<file path="src/rtl/tlb_refill_ctrl.sv">
// TLB refill sequencer: walks one PTE from memory per miss and writes the
// translation into a victim slot (first invalid slot, else round-robin).
module tlb_refill_ctrl #(
  parameter int NUM_ENTRIES = 8,
  parameter int IDX_W       = 3,
  parameter int ASID_W      = 6,
  parameter int VPN_W       = 8,
  parameter int PFN_W       = 8,
  parameter int ADDR_W      = 16,
  parameter int DATA_W      = 16
) (
  input  logic                   clk,
  input  logic                   reset,
  input  logic                   miss_valid,
  input  logic [ASID_W-1:0]      miss_asid,
  input  logic [VPN_W-1:0]       miss_vpn,
  output logic                   miss_ready,
  input  logic [ADDR_W-1:0]      ptbr,
  input  logic [NUM_ENTRIES-1:0] tlb_valid_vec,
  output logic                   mem_req,
  output logic [ADDR_W-1:0]      mem_addr,
  input  logic                   mem_ack,
  input  logic [DATA_W-1:0]      mem_rdata,
  output logic                   tlb_we,
  output logic [IDX_W-1:0]       tlb_idx,
  output logic                   tlb_v,
  output logic [ASID_W-1:0]      tlb_asid,
  output logic [VPN_W-1:0]       tlb_vpn,
  output logic [PFN_W-1:0]       tlb_pfn,
  output logic                   done,
  output logic                   fault,
  output logic [VPN_W-1:0]       fault_vpn,
  output logic                   busy
);

  typedef enum logic [2:0] {
    S_IDLE,
    S_WALK,
    S_FILL,
    S_DONE,
    S_FAULT
  } state_t;

  state_t            state_q, state_d;
  logic [ASID_W-1:0] asid_q, asid_d;
  logic [VPN_W-1:0]  vpn_q, vpn_d;
  logic [ADDR_W-1:0] ptbr_q, ptbr_d;
  logic [PFN_W-1:0]  pfn_q, pfn_d;
  logic [IDX_W-1:0]  rr_q, rr_d;
  logic [VPN_W-1:0]  fault_vpn_q, fault_vpn_d;

  logic              free_found;
  logic [IDX_W-1:0]  free_idx;
  logic [ADDR_W-1:0] walk_addr;
  logic              rdata_unused;

  // Only the valid flag and the PFN field of the PTE are meaningful here.
  assign rdata_unused = ^mem_rdata[DATA_W-2:PFN_W];

  assign walk_addr = ptbr_q + ADDR_W'(vpn_q);

  // Scan from the top down so the lowest-numbered invalid slot wins.
  always_comb begin
    free_found = 1'b0;
    free_idx   = '0;
    for (int i = NUM_ENTRIES - 1; i >= 0; i--) begin
      if (!tlb_valid_vec[i]) begin
        free_found = 1'b1;
        free_idx   = IDX_W'(i);
      end
    end
  end

  always_comb begin
    state_d     = state_q;
    asid_d      = asid_q;
    vpn_d       = vpn_q;
    ptbr_d      = ptbr_q;
    pfn_d       = pfn_q;
    rr_d        = rr_q;
    fault_vpn_d = fault_vpn_q;

    miss_ready  = 1'b0;
    mem_req     = 1'b0;
    mem_addr    = '0;
    tlb_we      = 1'b0;
    tlb_idx     = '0;
    tlb_v       = 1'b0;
    tlb_asid    = '0;
    tlb_vpn     = '0;
    tlb_pfn     = '0;
    done        = 1'b0;
    fault       = 1'b0;

    unique case (state_q)
      S_IDLE: begin
        miss_ready = 1'b1;
        if (miss_valid) begin
          asid_d  = miss_asid;
          vpn_d   = miss_vpn;
          ptbr_d  = ptbr;
          state_d = S_WALK;
        end
      end
      S_WALK: begin
        mem_req  = 1'b1;
        mem_addr = walk_addr;
        if (mem_ack) begin
          pfn_d = mem_rdata[PFN_W-1:0];
          if (mem_rdata[DATA_W-1]) begin
            state_d = S_FILL;
          end else begin
            fault_vpn_d = vpn_q;
            state_d     = S_FAULT;
          end
        end
      end
      S_FILL: begin
        tlb_we   = 1'b1;
        tlb_v    = 1'b1;
        tlb_asid = asid_q;
        tlb_vpn  = vpn_q;
        tlb_pfn  = pfn_q;
        if (free_found) begin
          tlb_idx = free_idx;
        end else begin
          tlb_idx = rr_q;
          rr_d    = rr_q + 1'b1;
        end
        state_d = S_DONE;
      end
      S_DONE: begin
        done    = 1'b1;
        state_d = S_IDLE;
      end
      S_FAULT: begin
        fault   = 1'b1;
        state_d = S_IDLE;
      end
      default: state_d = S_IDLE;
    endcase
  end

  always_ff @(posedge clk or posedge reset) begin
    if (reset) begin
      state_q     <= S_IDLE;
      asid_q      <= '0;
      vpn_q       <= '0;
      ptbr_q      <= '0;
      pfn_q       <= '0;
      rr_q        <= '0;
      fault_vpn_q <= '0;
    end else begin
      state_q     <= state_d;
      asid_q      <= asid_d;
      vpn_q       <= vpn_d;
      ptbr_q      <= ptbr_d;
      pfn_q       <= pfn_d;
      rr_q        <= rr_d;
      fault_vpn_q <= fault_vpn_d;
    end
  end

  assign fault_vpn = fault_vpn_q;
  assign busy      = (state_q != S_IDLE);

endmodule

</file>
<file path="config.mk">
export PLATFORM = sky130hd
export DESIGN_NAME = tlb_refill_ctrl
export DESIGN_NICKNAME = d
export VERILOG_FILES = /design/src/rtl/tlb_refill_ctrl.sv
export SDC_FILE = /design/constraint.sdc
export NUM_CORES = 1
export LEC_CHECK = 0
export ABC_AREA = 1
export BUFFER_PORTS_ARGS = -buffer_cell sky130_fd_sc_hd__buf_2
export CAP_MARGIN = 20
export CORE_UTILIZATION = 40
export DETAILED_ROUTE_END_ITERATION = 8
export PLACE_DENSITY = 0.66
export SYNTH_ARGS = -nofsm -noshare
export SYNTH_HDL_FRONTEND = slang
export SYNTH_SLANG_ARGS = --single-unit
</file>
<file path="constraint.sdc">
create_clock -name clk -period 4.1 [get_ports clk]
set_input_delay 0.205 -clock clk [delete_from_list [all_inputs] [get_ports clk]]
set_output_delay 0.205 -clock clk [all_outputs]
set_load 0.005 [all_outputs]
</file>
==> results by stage <==
Clock tree:
- The largest buffer count on any clock path is 2.
- The insertion delay to the later sink of the worst-skew pair is about 0.31 ns.
- The clock-pin slew on the worst setup and hold paths is roughly 0.1 ns.
- The H-tree was split into 2 levels.
- The count of instances resized after the clock tree is built is 0.
- Once the clock tree was built, the setup fixing pass inserted 0 buffers.
- The number of hold-repair buffers added at the cts stage is 0.
- Counting every sink on the clock net gives 52.
- TritonCTS created 5 clock buffers.
- The buffer cell driving the clock tree root is sky130_fd_sc_hd__clkbuf_8.
- TritonCTS built the clock tree.

STA:
- The max-slew violation count is 0.
- The final critical path time including I/O delays and setup is roughly 2.4 ns.
- The clock arrives with approximately 0.0084 ns of skew.
- Setup violations remaining at the end of the flow were counted as 0.
- The final number of hold-violating endpoints is 0.
- Timing would allow up to about 420 MHz.
- The total negative slack for setup checks is 0 ns.
- The post-route clock period utilization is between 50 and 60%.
- For the pin with the worst max-slew slack, the measured transition is just over 0.9 ns.
- The worst path setup slack after routing is around 1.7 ns.
- Setup repair after global routing left no endpoint under its margin.
- The worst pin sits at a relative slew slack of about two fifths.

Detailed routing:
- The via density per instance is about 4.6.
- In the routed design, unresolved DRC markers number 0.
- The average wire length per cell after detail routing is approximately 12 microns.
- Summing over every cut layer, the via total after detailed routing is roughly 2,800.
- The count of antenna-violating nets left after detailed routing is 0.
- The final wirelength is approximately 7000 microns.
- The first detailed-routing pass ran for 4 iterations.
- The detailed router's first-iteration violation count is between 100 and 150.

Worst setup path:
- The type of the setup path with the least slack is register to output pin.
- The origin of the critical flop-to-flop path is state_q[2].
- The endpoint of the worst register-to-register path is rr_q[1].
- STA puts the critical path data required time at about 3.9 ns.
- The biggest cell delay along the critical path is 0.53 ns.
- Setup slack on the worst reg-to-reg path comes out at between 2 and 2.5 ns.
- Walking the worst path, the cells encountered are nor2_2 -> nand2_1 -> nor2_2 -> nand2_1 -> o31ai_1 -> buf_2.
- The largest fanout on the critical path is 26.
- The number of cells on the worst reg-to-reg path is 4.
- The cell with the largest stage delay on the worst path is sky130_fd_sc_hd__nand2_1.
- The critical path data arrival time is between 2 and 2.5 ns.
- STA classifies the critical path startpoint as a register.
- The sort of element at the end of the critical path is an output pin.

Synthesis:
- The cell type with the largest total area after synthesis is sky130_fd_sc_hd__dfrtp_1.
- Synthesis produced between 300 and 400 cells.
- By count the netlist is led by sky130_fd_sc_hd__nand2_1 (78), sky130_fd_sc_hd__nor2_1 (74), sky130_fd_sc_hd__inv_1 (61).
- The net count of the mapped netlist is ~470.
- By area the synthesized netlist is led by sky130_fd_sc_hd__dfrtp_1 (44%), sky130_fd_sc_hd__nand2_1 (9.8%), sky130_fd_sc_hd__nor2_1 (9.3%).
- The sequential share of the synthesized area is a little over two fifths.
- The synthesized netlist occupies a cell area of around 3000 sq um.
- The Yosys warning count is 0.
- The dominant cell by count in the synthesized netlist is sky130_fd_sc_hd__nand2_1.
- The number of synthesized flops with an enable pin is 0.
- After synthesis, the share of flip-flops with an asynchronous set or reset is between 90% and 100%.
- After synthesis, the largest area contributor takes up between 40% and 50% of total cell area.
- The mean area per synthesized cell is 7.485 sq um.
- The synthesized design contains 52 register bits.
- In this run, distinct cell masters in the synthesized netlist total 35.
- The most used flip-flop cell after synthesis is sky130_fd_sc_hd__dfrtp_1.

Placed design:
- The HPWL after detailed placement is 5361 microns.
- The global placement routability congestion is between 0.8 and 0.9.
- The worst slack at placement is 2.073 ns.
- The number of buffers added on ports is 106.

Global route:
- Summed over all layers, the global routing overflow is 0.
- The largest net degree at the start of global routing is 54.
- The number of global-route vias before repair came to around 2,500.
- The first-pass GRT wire length is 11,180 microns.
- For this run, the total global-route usage over all layers was measured as a little under a fifth.
- The initial antenna violation count is 0.

Power:
- The analysis attributes to cell leakage a power of approximately 2.2 nW.
- The largest vdd supply drop is 0.3273 mV.
- The power density over cell area is just over 800 nW/um^2.

Floorplan:
- Once the floorplan was initialized, standard cells occupied a little over 40% of the core.
- The total die area is between 7000 and 8000 sq um.
- From bottom edge to top edge, the die measures slightly below 90 microns.
- In this run the horizontal extent of the chip is a little under 90 microns.
- After floorplanning, the core was sized to cover 7214 sq um.
- After floorplanning, the core was divided into 31 placement rows.
- between 100 and 150 I/O pins were placed.

Min path:
- The worst hold path belongs to the class input port to async pin.

Run status:
- The flow ran to the end, and the final reports show no timing, DRC or antenna violations.

Final layout:
- The final-stage net count is 569.
- Cells fill 51.30% of the core in the end.
- Of the cells placed in the final design, the portion with a size suffix greater than 1 is around a quarter.
- From synthesis to final layout, the design area changed by 24.23%.
- 0 antenna diodes ended up in the layout.

Run:
- The number of max-cap violations is 0.
==> metal layers <==
layer | GRT usage (%) | vias up | wire [microns]
met5 | 0 | - | 0
met4 | 4.545 | 0 | 44
met3 | 4.944 | 4 | 448
met2 | 31.05 | 78 | 3257
met1 | 23.56 | 1259 | 3235
li1 | - | 1443 | -
==> cell usage in the layout (no fill, tap or decap), types with 2 or more instances in the layout <==
cell,instances
sky130_fd_sc_hd__mux2_2,6
sky130_fd_sc_hd__o21ai_0,8
sky130_fd_sc_hd__ha_1,9
sky130_fd_sc_hd__bufinv_16,2
sky130_fd_sc_hd__nand4_1,2
sky130_fd_sc_hd__nand3_1,15
sky130_fd_sc_hd__clkbuf_8,5
sky130_fd_sc_hd__buf_2,106
sky130_fd_sc_hd__xor2_1,2
sky130_fd_sc_hd__dfrtp_1,52
sky130_fd_sc_hd__inv_1,60
sky130_fd_sc_hd__nor2_1,74
sky130_fd_sc_hd__nand2_4,2
sky130_fd_sc_hd__nor3_1,2
sky130_fd_sc_hd__nor2_2,2
sky130_fd_sc_hd__xnor2_1,2
sky130_fd_sc_hd__o21ai_1,16
sky130_fd_sc_hd__mux2_1,2
sky130_fd_sc_hd__a21oi_1,37
sky130_fd_sc_hd__o22ai_1,2
sky130_fd_sc_hd__nand2_1,78
sky130_fd_sc_hd__inv_2,4
==> worst max-delay path by stage <==
stage / start / end / depth (start not counted)
2_1_floorplan: vpn_q[0] / mem_addr[12] / 10
3_3_place_gp: state_q[2] / tlb_idx[1] / 6
3_5_place_dp: state_q[2] / tlb_idx[1] / 6
4_1_cts: state_q[2] / tlb_idx[1] / 6
5_1_grt: state_q[2] / tlb_idx[1] / 6
6_report: state_q[2] / tlb_idx[1] / 6
==> flip-flops by register name, summed over array words and instances, names as in the netlist <==
signal and cells:
rr_q 3, state_q 3, pfn_q 8, vpn_q 8, fault_vpn 8, asid_q 6
ptbr_q 16
==> power breakdown <==
group,internal [mW],switching (mW),total (mW)
Sequential,0.745,0.136,0.881
Clock,0.246,0.178,0.424
Combinational,0.655,1.03,1.69
Total,1.65,1.35,3.00
==> critical path: cells and delay by family, from the launching register on <==
family / cells / cell delay (ns)
compound gates: 1 / 0.08
simple gates: 4 / 1.19
flops: 1 / 0.42
buf+inv: 1 / 0.16
==> cells by family after synthesis <==
kind of cell,synth area share (%)
adders and majority gates,4.452
muxes,3.024
buffers and inverters,10.88
DFF,43.68
and+or+nand+nor,25.41
xor gates and xnor gates,1.176
AOI/OAI and AO/OA,11.38
==> final cells by class <==
class	count	area, sq um
tap	99	123.9
timing repair buffer	107	538.0
clock inverter	3	68.82
clock buffer	5	68.82
multi-input combinational	270	1354
inverter	65	246.5
sequential	52	1301
fill	771	3513
==> through the flow <==
step | instance area, sq um | std cells | hold slack (ns) | power [mW]
2_1_floorplan | 2979 | 398 | 0.3155 | 2.072
3_3_place_gp | 3563 | 593 | 0.4178 | 2.549
3_5_place_dp | 3563 | 593 | 0.4259 | 2.587
4_1_cts | 3701 | 601 | 0.08193 | 3.024
5_1_grt | 3701 | 601 | 0.1045 | 3.324
6_report | 3701 | 601 | 0.05094 | 2.995
Power figures use the tool's default switching activity.
